File: src/rtl/vga_draw_scheduler.sv
// vga_draw_scheduler: sole driver of the vga_adapter plot port. Arbitrates a
// full-screen menu ROM copy against a solid rectangle fill, generates ROM
// addresses, clips rectangles to the screen and aligns pixels to ROM latency.
module vga_draw_scheduler #(
    parameter int X_SCREEN_PIXELS = 160,
    parameter int Y_SCREEN_PIXELS = 120,
    parameter int ADDR_WIDTH      = 15,
    parameter int COLOUR_WIDTH    = 3
) (
    input  logic                    clk,
    input  logic                    Reset,
    input  logic                    bg_req,
    output logic                    bg_ack,
    output logic                    bg_done,
    input  logic                    rect_req,
    input  logic [7:0]              rect_x,
    input  logic [6:0]              rect_y,
    input  logic [7:0]              rect_w,
    input  logic [6:0]              rect_h,
    input  logic [COLOUR_WIDTH-1:0] rect_colour,
    output logic                    rect_ack,
    output logic                    rect_done,
    output logic [ADDR_WIDTH-1:0]   rom_addr,
    input  logic [COLOUR_WIDTH-1:0] rom_q,
    output logic [7:0]              oX,
    output logic [6:0]              oY,
    output logic [COLOUR_WIDTH-1:0] oColour,
    output logic                    plot,
    output logic                    busy
);

    typedef enum logic [2:0] {IDLE, BG_DRAW, RECT_DRAW, FLUSH, DONE} state_t;

    state_t                  state, state_next;
    logic                    job_bg;
    logic [1:0]              flush_cnt;
    logic [7:0]              cx;
    logic [6:0]              cy;
    logic [7:0]              rx_q, rw_q;
    logic [6:0]              ry_q, rh_q;
    logic [COLOUR_WIDTH-1:0] rc_q;

    logic                    s1_valid, s1_bg;
    logic [7:0]              s1_x;
    logic [6:0]              s1_y;

    logic [8:0]              px;
    logic [7:0]              py;
    logic                    in_screen, rect_empty, bg_last, rect_last, row_end;
    logic [ADDR_WIDTH-1:0]   cy_ext, bg_addr;

    // Pixel coordinates, clipping and counter end conditions
    always_comb begin
        px         = {1'b0, rx_q} + {1'b0, cx};
        py         = {1'b0, ry_q} + {1'b0, cy};
        in_screen  = (px < 9'(X_SCREEN_PIXELS)) && (py < 8'(Y_SCREEN_PIXELS));
        rect_empty = (rw_q == '0) || (rh_q == '0);
        bg_last    = (cx == 8'(X_SCREEN_PIXELS - 1)) && (cy == 7'(Y_SCREEN_PIXELS - 1));
        rect_last  = (cx == rw_q - 8'd1) && (cy == rh_q - 7'd1);
        row_end    = (state == BG_DRAW) ? (cx == 8'(X_SCREEN_PIXELS - 1))
                                        : (cx == rw_q - 8'd1);
        // Row stride of 160 expressed as 128 + 32
        cy_ext     = ADDR_WIDTH'(cy);
        bg_addr    = (cy_ext << 7) + (cy_ext << 5) + ADDR_WIDTH'(cx);
        rom_addr   = (state == BG_DRAW) ? bg_addr : '0;
        busy       = (state != IDLE);
    end

    // Next-state selection
    always_comb begin
        state_next = state;
        case (state)
            IDLE: begin
                if (bg_req)
                    state_next = BG_DRAW;
                else if (rect_req)
                    state_next = RECT_DRAW;
            end
            BG_DRAW:   if (bg_last) state_next = FLUSH;
            RECT_DRAW: if (rect_empty || rect_last) state_next = FLUSH;
            FLUSH:     if (flush_cnt == 2'd1) state_next = DONE;
            DONE:      state_next = IDLE;
            default:   state_next = IDLE;
        endcase
    end

    // State register, job capture, counters and ack/done pulses
    always_ff @(posedge clk) begin
        if (Reset) begin
            state     <= IDLE;
            job_bg    <= 1'b0;
            flush_cnt <= '0;
            cx        <= '0;
            cy        <= '0;
            rx_q      <= '0;
            ry_q      <= '0;
            rw_q      <= '0;
            rh_q      <= '0;
            rc_q      <= '0;
            bg_ack    <= 1'b0;
            rect_ack  <= 1'b0;
            bg_done   <= 1'b0;
            rect_done <= 1'b0;
        end else begin
            state     <= state_next;
            bg_ack    <= (state == IDLE) && (state_next == BG_DRAW);
            rect_ack  <= (state == IDLE) && (state_next == RECT_DRAW);
            bg_done   <= (state_next == DONE) && job_bg;
            rect_done <= (state_next == DONE) && !job_bg;
            flush_cnt <= (state == FLUSH) ? flush_cnt + 2'd1 : '0;

            if (state == IDLE && state_next != IDLE) begin
                job_bg <= (state_next == BG_DRAW);
                if (state_next == RECT_DRAW) begin
                    rx_q <= rect_x;
                    ry_q <= rect_y;
                    rw_q <= rect_w;
                    rh_q <= rect_h;
                    rc_q <= rect_colour;
                end
            end

            if ((state == BG_DRAW || state == RECT_DRAW) && state_next != FLUSH) begin
                if (row_end) begin
                    cx <= '0;
                    cy <= cy + 7'd1;
                end else begin
                    cx <= cx + 8'd1;
                end
            end else begin
                cx <= '0;
                cy <= '0;
            end
        end
    end

    // Two-stage pixel pipeline: stage 1 waits out the ROM read, stage 2 drives the adapter
    always_ff @(posedge clk) begin
        if (Reset) begin
            s1_valid <= 1'b0;
            s1_bg    <= 1'b0;
            s1_x     <= '0;
            s1_y     <= '0;
            plot     <= 1'b0;
            oX       <= '0;
            oY       <= '0;
            oColour  <= '0;
        end else begin
            s1_valid <= (state == BG_DRAW) ||
                        ((state == RECT_DRAW) && !rect_empty && in_screen);
            s1_bg    <= (state == BG_DRAW);
            s1_x     <= (state == BG_DRAW) ? cx : px[7:0];
            s1_y     <= (state == BG_DRAW) ? cy : py[6:0];
            plot     <= s1_valid;
            if (s1_valid) begin
                oX      <= s1_x;
                oY      <= s1_y;
                oColour <= s1_bg ? rom_q : rc_q;
            end
        end
    end

endmodule

File: config.mk
export PLATFORM = sky130hd
export DESIGN_NAME = vga_draw_scheduler
export DESIGN_NICKNAME = d
export VERILOG_FILES = /design/src/rtl/vga_draw_scheduler.sv
export SDC_FILE = /design/constraint.sdc
export NUM_CORES = 1
export LEC_CHECK = 0
export CORE_MARGIN = 5
export CORE_UTILIZATION = 40
export DETAILED_ROUTE_END_ITERATION = 7
export GPL_TIMING_DRIVEN = 0
export PLACE_DENSITY_LB_ADDON = 0.1
export SYNTH_ARGS = -nofsm -noshare
export SYNTH_HDL_FRONTEND = slang
export SYNTH_SLANG_ARGS = --single-unit
File: constraint.sdc
create_clock -name clk -period 7.42 [get_ports clk]
set_clock_uncertainty 0.1 [all_clocks]
set_input_delay 2.226 -clock clk [delete_from_list [all_inputs] [get_ports clk]]
set_output_delay 2.226 -clock clk [all_outputs]
set_load 0.01 [all_outputs]
==> summary.txt, run 1 <==
Critical path
  • Req. time, crit path: 5.09 ns
  • Reg-to-reg startpoint: cy[1]$_SDFFE_PP0P_
  • CP Class: reg -> out
  • Crit-path max FO: 11
  • CP Launch Type: register
  • CP Capture Type: output port
  • Delay-heaviest family, CP: compound AO/OA/AOI/OAI gates
  • Crit path buffers/inverters: 1
  • Crit-path slowest cell: dfxtp_1
  • R2r endpoint: cx[7]$_SDFF_PP0_
  • R2R Setup Slk: 4.48 ns
  • Crit path DAT: roughly 3.5 ns
  • Worst r2r path cells: 9
  • Max incr delay on CP: 0.59 ns
  • CP Cell Sequence: fa_1 > ha_1 > a21o_1 > a21oi_1 > nor2b_1 > o21a_1 > o41a_1 > xnor2_1 > nor2_1 > clkdlybuf4s50_1

Pwr
  • Cell Pwr Density: 184 mW/mm2
  • Worst vdd ir: 0.0821 mV
  • Leak: around 2.4 nW
  • Power Total: 1.13 mW

Synthesis
  • Syn Area/Cell: between 8 and 9 um2
  • Synthesis Warnings: 0
  • Post-synthesis register bit count: 94
  • Cell count after synthesis: 590
  • Main flop type after synthesis: dfxtp_1
  • Most instantiated cells after synthesis: 94 x dfxtp_1, 94 x nand2_1, 63 x nor2_1
  • Post-synthesis sequential area ratio: about two fifths
  • Syn_nets: ~670
  • Number of flops mapped to enable cells by yosys: 0
  • Top-area cell type share of the netlist area: a little under two fifths
  • Post-Syn Area: 0.00490 mm2
  • Unique masters post-synth: 56
  • Top cell type by total area after synthesis: dfxtp_1
  • Ys async rst share: 0%
  • Synth top area cells: dfxtp_1 38%, ha_1 8.9%, nand2_1 7.2%, a21oi_1 6.0%, nor2_1 4.8%

CTS
  • CTS tree: built
  • TritonCTS buffer count: 9
  • CTS max path bufs: 2
  • Clk pin slew, worst setup/hold paths: 0.07 ns
  • Hold-fix buffers, CTS: 0
  • Post_cts resized: 0
  • Root Buffer: clkbuf_16
  • Worst skew pair latency: 0.34 ns
  • CTS H-tree depth: 3
  • Sink Count: 94
  • Setup Buffers After CTS: 0

STA
  • Worst slew pin tran: 0.753 ns
  • Slew headroom: 49.6%
  • Max-slew violations: 0
  • Fin. Hold Viols: 0
  • WHS: 0.324 ns
  • Min cycle time layout: 5.85 ns
  • RSZ-0062 raised after global routing: no
  • Setup violations, final: 0
  • Setup tns final: 0 ns
  • Period utilization: 78.8%
  • FMAX: ~170 MHz

Floorplanning
  • Core area: 0.0120 mm2
  • Die Height: between 100 and 150 um
  • FP Rows: 40
  • # IOs: between 70 and 80
  • Die area: 0.0146 mm2
  • Initial Utilization: 40.8%
  • Die width: 121 um

Routing
  • Routed WL: ~12 mm
  • Initial DRC Count: between 200 and 250
  • Vias post-DR: 4280
  • Via density: 5.15
  • DRC: 0
  • First drt pass iteration count: 4
  • Post-route ant nets: 0
  • Wire per inst: 14.9 um

GRT
  • Grt ovf: 0
  • Pin count of the biggest net entering global routing: 18
  • Initial antenna violation count: 0
  • First-pass GRT wire length: 20.7 mm
  • Number of global-route vias before repair: between 4k and 5k
  • Global Route Usage Sum: 17.7%

Placement
  • DP Wirelength: 9.62 mm
  • Routability congestion estimate from global placement: 0.830
  • Placed cell area: 0.00587 mm2
  • Dpl cells: 815
  • Port Buffer Count: approximately 80

Final layout
  • Final Instance Area: 0.00617 mm2
  • Layout area overhead: 25.9%
  • Inserted Diodes: 0
  • Final-stage net count: between 700 and 800
  • Finished Layout Cells: 831
  • Layout cells sized above 1: 4.24%

Worst hold path
  • Hold Path End: flush_cnt[0]$_SDFF_PP0_
  • Hold Crit Start: flush_cnt[0]$_SDFF_PP0_
  • Class of the worst hold path: reg -> reg
  • Hold path depth: 1

Status
  • Status: finished, final reports clean

Flow run
  • Total of max-cap violations: 0
==> final cells by class <==
cell class	count	area, um2
clock inverters	6	73.8
plain buffers	29	119
flip-flops and latches	94	1880
clock buffers	10	229
multi-input cells	440	2800
fillers	1200	5840
well taps	147	184
repair buffers	78	781
inverters	27	101
==> per-layer routing <==
layer,track usage [%],part of all wire [%],vias up
li1,-,-,2199
met5,0,0,-
met4,6.37,1.8,0
met3,2.43,4.2,15
met2,28.1,45,102
met1,24.6,49,1964
==> sequential cells by signal (all words and copies together), names as in the netlist, 7 cells and up <==
signal and flops:
rh_q 7, rx_q 8, cx 8, oY 7, s1_x 8, s1_y 7, oX 8, ry_q 7
rw_q 8, cy 7
==> metrics by stage <==
| stage | setup slack, ns | utilization, % |
|---|---|---|
| 2_1_floorplan | 2.66 | - |
| 3_3_place_gp | 1.95 | 48.8 |
| 6_report | 1.57 | 51.4 |
| 5_1_grt | 1.40 | 51.4 |
| 3_5_place_dp | 1.94 | 48.8 |
| 4_1_cts | 1.56 | 51.4 |
==> power breakdown <==
| group | switching, mW | total, mW | internal [mW] | leakage, nW |
|---|---|---|---|---|
| logic | 0.0694 | 0.131 | 0.0619 | 1.49 |
| clock network | 0.202 | 0.469 | 0.267 | 0.148 |
| registers | 0.0124 | 0.533 | 0.521 | 0.763 |
| total | 0.284 | 1.13 | 0.849 | 2.40 |
==> layout by cell type, fill, tap and decap left out, types with 19 or more instances in the layout <==
master / netlist / final
nor2_1: 63 / 63
clkdlybuf4s50_1: 0 / 78
dfxtp_1: 94 / 94
ha_1: 35 / 35
nand2_1: 94 / 94
a21oi_1: 59 / 59
clkbuf_1: 20 / 21
xnor2_1: 24 / 24
mux2i_1: 19 / 19
inv_1: 27 / 27
==> logic make-up after synthesis <==
family	synth area share, %
and+or+nand+nor	21.5
AOI/OAI and AO/OA	14.9
DFF	38.4
buffers and inverters	4.49
adders and majority gates	10.6
xor gates and xnor gates	6.25
muxes	3.88
==> worst max path at each step <==
stage / start / to / slack [ns] / cells past startpoint
final: cy[2]$_SDFFE_PP0P_ / rom_addr[13] / 1.57 / 10
after CTS: cy[2]$_SDFFE_PP0P_ / rom_addr[13] / 1.56 / 10
after floorplan: cy[0]$_SDFFE_PP0P_ / rom_addr[13] / 2.66 / 9
after global placement: cy[2]$_SDFFE_PP0P_ / rom_addr[13] / 1.95 / 10
after global routing: cy[2]$_SDFFE_PP0P_ / rom_addr[13] / 1.40 / 10
after detailed placement: cy[2]$_SDFFE_PP0P_ / rom_addr[13] / 1.94 / 10
(Power assumes the default switching activity.)
==> inputs of run 2 (changes only) <==
clock period = 5.8 ns   (was 7.42 ns; I/O delays follow)
==> results of run 2 <==
The final DEF is identical to that of run 1. Status: finished, final reports clean.
Main changes from that run: setup slack after placement 1.94 ns -> 0.805 ns; setup slack after layout 1.57 ns -> 0.440 ns; register-to-register setup slack 4.48 ns -> 2.86 ns; total power 1.13 mW -> 1.45 mW; worst IR drop on VDD 0.0821 mV -> 0.105 mV
